===== config.mk =====
export PLATFORM = sky130hd
export DESIGN_NAME = acl_sample_filter
export DESIGN_NICKNAME = d
export VERILOG_FILES = /design/src/rtl/acl_filter_pkg.sv /design/src/rtl/acl_axis_accumulator.sv /design/src/rtl/acl_sample_filter.sv
export SDC_FILE = /design/constraint.sdc
export NUM_CORES = 1
export LEC_CHECK = 0
export CAP_MARGIN = 20
export CORE_MARGIN = 5
export CORE_UTILIZATION = 47
export DETAILED_ROUTE_END_ITERATION = 16
export DONT_BUFFER_PORTS = 1
export SYNTH_ARGS = -nofsm -noshare
export SYNTH_HDL_FRONTEND = slang
export SYNTH_HIERARCHICAL = 1
export SYNTH_SLANG_ARGS = --single-unit

===== constraint.sdc =====
create_clock -name CLK100MHZ -period 3.55 [get_ports CLK100MHZ]
set_input_delay 0.71 -clock CLK100MHZ [delete_from_list [all_inputs] [get_ports CLK100MHZ]]
set_output_delay 0.71 -clock CLK100MHZ [all_outputs]
set_load 0.005 [all_outputs]

===== src/rtl/acl_filter_pkg.sv =====
// Shared definitions for the packed accelerometer word and the
// sample filter state machine.
package acl_filter_pkg;

    localparam int ACL_W  = 15;
    localparam int X_LO   = 0;
    localparam int Y_LO   = 15;
    localparam int Z_LO   = 30;
    localparam int PACK_W = 3 * ACL_W;

    typedef enum logic [1:0] {
        ST_IDLE,
        ST_CONFIRM,
        ST_ACCUM,
        ST_EMIT
    } acl_state_e;

endpackage


===== src/rtl/acl_axis_accumulator.sv =====
// One axis of the averaging filter: sign-extending accumulator
// with an arithmetic-shift divide on the way out.
module acl_axis_accumulator
    import acl_filter_pkg::*;
#(
    parameter int WIDTH    = ACL_W,
    parameter int AVG_LOG2 = 3
) (
    input  logic             clk,
    input  logic             rst_n,
    input  logic [WIDTH-1:0] sample,
    input  logic             add,
    input  logic             clear,
    output logic [WIDTH-1:0] avg
);

    localparam int AW = WIDTH + AVG_LOG2;

    logic signed [AW-1:0] acc_q;
    logic signed [AW-1:0] acc_d;
    logic signed [AW-1:0] sample_ext;
    logic signed [AW-1:0] acc_shr;

    assign sample_ext = {{AVG_LOG2{sample[WIDTH-1]}}, sample};

    always_comb begin
        acc_d = acc_q;
        if (clear) begin
            acc_d = '0;
        end else if (add) begin
            acc_d = acc_q + sample_ext;
        end
    end

    always_ff @(posedge clk or negedge rst_n) begin
        if (!rst_n) begin
            acc_q <= '0;
        end else begin
            acc_q <= acc_d;
        end
    end

    // Floor division; the mean of WIDTH-bit values always fits WIDTH bits.
    assign acc_shr = acc_q >>> AVG_LOG2;
    assign avg     = acc_shr[WIDTH-1:0];

endmodule


===== src/rtl/acl_sample_filter.sv =====
// Periodic stability-checked capture of the SPI accelerometer word,
// averaged per axis into a filtered word with a valid strobe.
module acl_sample_filter
    import acl_filter_pkg::*;
#(
    parameter int SAMPLE_DIV = 100000,
    parameter int STABLE_CYC = 32,
    parameter int MAX_RETRY  = 3,
    parameter int AVG_LOG2   = 3
) (
    input  logic              CLK100MHZ,
    input  logic              reset_n,
    input  logic              enable,
    input  logic [PACK_W-1:0] acl_data,
    output logic [PACK_W-1:0] filt_acl_data,
    output logic              filt_valid,
    output logic [7:0]        drop_count,
    output logic              busy
);

    localparam int TW = $clog2(SAMPLE_DIV);
    localparam int SW = $clog2(STABLE_CYC + 1);
    localparam int RW = (MAX_RETRY > 0) ? $clog2(MAX_RETRY + 1) : 1;
    localparam int NW = AVG_LOG2;

    acl_state_e        state_q;
    acl_state_e        state_d;
    logic [TW-1:0]     tick_cnt_q;
    logic [TW-1:0]     tick_cnt_d;
    logic [PACK_W-1:0] snap_q;
    logic [PACK_W-1:0] snap_d;
    logic [SW-1:0]     stable_q;
    logic [SW-1:0]     stable_d;
    logic [RW-1:0]     retry_q;
    logic [RW-1:0]     retry_d;
    logic [NW-1:0]     smp_q;
    logic [NW-1:0]     smp_d;
    logic [7:0]        drop_q;
    logic [7:0]        drop_d;
    logic [PACK_W-1:0] filt_q;
    logic [PACK_W-1:0] filt_d;
    logic              valid_q;
    logic              valid_d;

    logic              tick;
    logic              match;
    logic              last_stable;
    logic              retry_max;
    logic              last_smp;
    logic [PACK_W-1:0] avg_pack;

    logic snap_load;
    logic stable_clr;
    logic stable_inc;
    logic retry_clr;
    logic retry_inc;
    logic drop_inc;
    logic acc_add;
    logic acc_clr;
    logic smp_inc;
    logic emit;

    assign tick        = (tick_cnt_q == TW'(SAMPLE_DIV - 1));
    assign match       = (acl_data == snap_q);
    assign last_stable = (stable_q == SW'(STABLE_CYC - 1));
    assign retry_max   = (retry_q == RW'(MAX_RETRY));
    assign last_smp    = (smp_q == {NW{1'b1}});

    assign tick_cnt_d = tick ? '0 : tick_cnt_q + 1'b1;

    always_ff @(posedge CLK100MHZ or negedge reset_n) begin
        if (!reset_n) begin
            state_q <= ST_IDLE;
        end else begin
            state_q <= state_d;
        end
    end

    always_comb begin
        state_d = state_q;
        if (!enable) begin
            state_d = ST_IDLE;
        end else begin
            unique case (state_q)
                ST_IDLE: begin
                    if (tick) state_d = ST_CONFIRM;
                end
                ST_CONFIRM: begin
                    if (!match) begin
                        if (retry_max) state_d = ST_IDLE;
                    end else if (last_stable) begin
                        state_d = ST_ACCUM;
                    end
                end
                ST_ACCUM: begin
                    state_d = last_smp ? ST_EMIT : ST_IDLE;
                end
                ST_EMIT: begin
                    state_d = ST_IDLE;
                end
                default: state_d = ST_IDLE;
            endcase
        end
    end

    always_comb begin
        snap_load  = 1'b0;
        stable_clr = 1'b0;
        stable_inc = 1'b0;
        retry_clr  = 1'b0;
        retry_inc  = 1'b0;
        drop_inc   = 1'b0;
        acc_add    = 1'b0;
        acc_clr    = 1'b0;
        smp_inc    = 1'b0;
        emit       = 1'b0;
        // Dropping enable discards the partial average in every state.
        if (!enable) begin
            acc_clr = 1'b1;
        end else begin
            unique case (state_q)
                ST_IDLE: begin
                    if (tick) begin
                        snap_load  = 1'b1;
                        stable_clr = 1'b1;
                        retry_clr  = 1'b1;
                    end
                end
                ST_CONFIRM: begin
                    if (!match) begin
                        if (retry_max) begin
                            drop_inc = 1'b1;
                        end else begin
                            snap_load  = 1'b1;
                            stable_clr = 1'b1;
                            retry_inc  = 1'b1;
                        end
                    end else begin
                        stable_inc = 1'b1;
                    end
                end
                ST_ACCUM: begin
                    acc_add = 1'b1;
                    smp_inc = !last_smp;
                end
                ST_EMIT: begin
                    emit    = 1'b1;
                    acc_clr = 1'b1;
                end
                default: ;
            endcase
        end
    end

    always_comb begin
        snap_d = snap_load ? acl_data : snap_q;

        stable_d = stable_q;
        if (stable_clr)      stable_d = '0;
        else if (stable_inc) stable_d = stable_q + 1'b1;

        retry_d = retry_q;
        if (retry_clr)      retry_d = '0;
        else if (retry_inc) retry_d = retry_q + 1'b1;

        smp_d = smp_q;
        if (acc_clr)      smp_d = '0;
        else if (smp_inc) smp_d = smp_q + 1'b1;

        drop_d = drop_q;
        if (drop_inc && drop_q != 8'hFF) drop_d = drop_q + 1'b1;

        filt_d  = emit ? avg_pack : filt_q;
        valid_d = emit;
    end

    // Valid is registered so it lands together with the updated word.
    always_ff @(posedge CLK100MHZ or negedge reset_n) begin
        if (!reset_n) begin
            tick_cnt_q <= '0;
            snap_q     <= '0;
            stable_q   <= '0;
            retry_q    <= '0;
            smp_q      <= '0;
            drop_q     <= '0;
            filt_q     <= '0;
            valid_q    <= 1'b0;
        end else begin
            tick_cnt_q <= tick_cnt_d;
            snap_q     <= snap_d;
            stable_q   <= stable_d;
            retry_q    <= retry_d;
            smp_q      <= smp_d;
            drop_q     <= drop_d;
            filt_q     <= filt_d;
            valid_q    <= valid_d;
        end
    end

    acl_axis_accumulator #(
        .WIDTH    (ACL_W),
        .AVG_LOG2 (AVG_LOG2)
    ) u_acc_x (
        .clk    (CLK100MHZ),
        .rst_n  (reset_n),
        .sample (snap_q[X_LO +: ACL_W]),
        .add    (acc_add),
        .clear  (acc_clr),
        .avg    (avg_pack[X_LO +: ACL_W])
    );

    acl_axis_accumulator #(
        .WIDTH    (ACL_W),
        .AVG_LOG2 (AVG_LOG2)
    ) u_acc_y (
        .clk    (CLK100MHZ),
        .rst_n  (reset_n),
        .sample (snap_q[Y_LO +: ACL_W]),
        .add    (acc_add),
        .clear  (acc_clr),
        .avg    (avg_pack[Y_LO +: ACL_W])
    );

    acl_axis_accumulator #(
        .WIDTH    (ACL_W),
        .AVG_LOG2 (AVG_LOG2)
    ) u_acc_z (
        .clk    (CLK100MHZ),
        .rst_n  (reset_n),
        .sample (snap_q[Z_LO +: ACL_W]),
        .add    (acc_add),
        .clear  (acc_clr),
        .avg    (avg_pack[Z_LO +: ACL_W])
    );

    assign filt_acl_data = filt_q;
    assign filt_valid    = valid_q;
    assign drop_count    = drop_q;
    assign busy          = (state_q != ST_IDLE);

endmodule


==> run metrics <==
CP max stage delay 0.46 ns; Layout area overhead 5.92%; Avg Inst Size Synth 10.8 um2; Crit-path slowest cell dfrtp_1; antenna-violating nets left 0; DR DRC count 0; vias between 7k and 8k; Power Dens Cells 575 nW/um2; global route overflow 0; Post-Route Utilization 50.8%; routed wire length 23,700 um; HP Class input pin to asynchronous set/reset pin; Ys Warns 6; initial antenna violation count 0; Tmin final around 2.8 ns; Max-Cap Viols 0; number of synthesized flops with an enable pin 0; clock sinks 183; GRT Total Usage 18.7%; layout net count between 1k and 1.5k; Tcrit/Tclk final 77.6%; final hold violations 0; share of cells above drive strength 1 between 10% and 20%; commonest non-fill, non-tap cell in the layout dfrtp_1; first-pass GRT wire length 39,300 um; CTS tree built; CP max FO 46; largest net degree at the start of global routing 184; critical path launch point type register; clk_lat worst skew 0.43 ns; Max Freq approximately 0.36 GHz; number of global-route vias before repair 7,172; crit-path cells xnor2_1 > nand4_1 > nor4_1 > nand3_1 > a21oi_4 > buf_12 > mux2_2; worst setup path class register to register; routability congestion estimate 0.845; setup violation total in the final timing report 0; Max Root-Sink Buffers 2; cell leakage power roughly 5.4 nW; clk_skew 0.0102 ns; Final Max Tran Viols 0; TritonRoute pass-1 iters 5; area post-placement 10,900 um2; n_diodes 0; TNS Setup 0 ns; post-synth net total around 1.1k; average wire per standard cell 18.3 um; die area 26,400 um2; top_reg_cell synth dfrtp_1; CTS Root Cell clkbuf_16; die height 162 um; std cell rows 55; critical path capture point type register; Post-Layout Inst Area 11,600 um2; HPWL Detailed 17,000 um; vias per inst 5.46; Rel. slew slack between 50% and 60%; post-cts resize count 0; commonest non-fill, non-tap cells in the layout dfrtp_1 (183), nor2_1 (95), xnor2_1 (78), nand2_1 (69), ha_1 (57); Clk pin slew, worst setup/hold paths 0.07 ns; Die W between 150 and 200 um; First DRT Iteration DRCs 370; sequential share of the synthesized area 41.9%; Yosys reg bits 183; worst-margin pin slew ~0.74 ns; number of post-CTS setup repair buffers 0; Top Ports 103; RSZ-0062 raised after global routing false; ys async rst share 100%; Initial Utilization 47.9%; core box area 22,800 um2; Yosys cell types 58; Mapped Cells 1,013; H-Tree Depth 4; status completed; mapped cell area roughly 11,000 um2; CP Data Required Time 3.86 ns; PortBufs 0; CTS Buf Count 17; Max VDD drop 0.341 mV; crit path DAT about 3 ns
kinds of logic (layout without fill, tap and decap cells):
kind of cell / count (synthesis) / after routing / share of synthesized area [%]
AOI/OAI and AO/OA: 146 / 146 / 9.98
xor gates and xnor gates: 99 / 99 / 7.94
adders and majority gates: 60 / 60 / 7.08
buffers and inverters: 94 / 65 / 5.12
DFF: 183 / 183 / 41.9
muxes: 126 / 126 / 14.0
and+or+nand+nor: 305 / 305 / 13.9
power by group:
part	total [mW]	switching (mW)	internal [mW]
Sequential	2.80	0.404	2.39
Clock	1.89	0.804	1.09
Combinational	1.96	0.920	1.04
worst paths after layout:
kind	start	endpoint	slack, ns	cells after the start
max in group asynchronous	reset_n	snap_q[29]$_DFFE_PN0P_	2.85	1
min in group CLK100MHZ	enable	smp_q[1]$_DFFE_PN0P_	0.41	1
hold reg to reg	tick_cnt_q[14]$_DFF_PN0_	tick_cnt_q[14]$_DFF_PN0_	0.49	1
setup / recovery	snap_q[14]$_DFFE_PN0P_	snap_q[4]$_DFFE_PN0P_	0.79	7
hold / removal	reset_n	filt_acl_data[41]$_DFFE_PN0P_	0.15	1
setup reg to reg	snap_q[14]$_DFFE_PN0P_	snap_q[4]$_DFFE_PN0P_	0.79	7
critical path, delay by kind of cell, from the launching register on:
family,cells,cell delay (ns)
AOI/OAI and AO/OA,1,0.25
xor gates and xnor gates,1,0.28
buffers and inverters,1,0.34
DFF,1,0.46
muxes,1,0.37
and+or+nand+nor,3,0.92
cells in the mapped netlist (5+ instances only):
cell type,count,share of area (%)
a21o_1,9,0.62
o211ai_1,9,0.62
o21ai_0,17,0.78
a31oi_1,7,0.40
o21ai_1,9,0.41
a211oi_1,14,0.96
ha_1,57,6.5
and2_1,5,0.29
and3_1,7,0.40
inv_1,22,0.76
nor4_1,6,0.34
xnor2_1,78,6.3
a21oi_2,6,0.48
dfrtp_1,183,42
buf_4,45,3.1
mux2_2,55,5.7
nor2b_1,12,0.69
xor2_1,21,1.7
nand2_1,70,2.4
buf_6,5,0.52
o21a_1,7,0.48
nor3_1,15,0.69
nor2_1,95,3.3
and4_1,9,0.72
o31ai_1,6,0.41
nand4_1,18,1.0
nand2b_1,17,0.97
mux2_4,39,5.4
nand3_1,28,1.3
clkbuf_1,16,0.55
mux2i_1,29,2.7
a21oi_1,30,1.4
nor4b_1,5,0.40
buf_1,6,0.21
stage by stage:
stage               power (mW)  setup WS (ns)  hold WS, ns  instances
floorplan                 4.29           1.03        0.414       1013
global placement          4.70          0.633        0.421       1265
detailed placement        4.75          0.638        0.421       1265
CTS                       6.67          0.773      -0.0470       1295
global route              7.05          0.573        0.157       1297
finish                    6.65          0.795        0.150       1297
area by class of cell:
| class | instances | area [um2] |
|---|---|---|
| clock inverter | 7 | 95.1 |
| multi-input combinational | 736 | 5790 |
| clock buffer | 23 | 478 |
| timing repair buffer | 13 | 150 |
| inverter | 22 | 82.6 |
| sequential | 183 | 4580 |
| fill | 2069 | 11200 |
| tap | 313 | 392 |
registers in the layout (all words and copies together) (netlist names), 6 cells and up:
name and flops:
stable_q 6, u_acc_y/acc_q 18, filt_acl_data 45, u_acc_z/acc_q 18, drop_count 8, tick_cnt_q 17, snap_q 45, u_acc_x/acc_q 18
layer usage:
metal | vias up | track usage (%) | part of all wire (%)
li1 | 3481 | - | -
met1 | 3467 | 25.1 | 46
met2 | 106 | 28.9 | 46
met3 | 22 | 6.30 | 6.7
met4 | 0 | 5.23 | 1.8
met5 | - | 0 | 0
(Power assumes the default switching activity.)
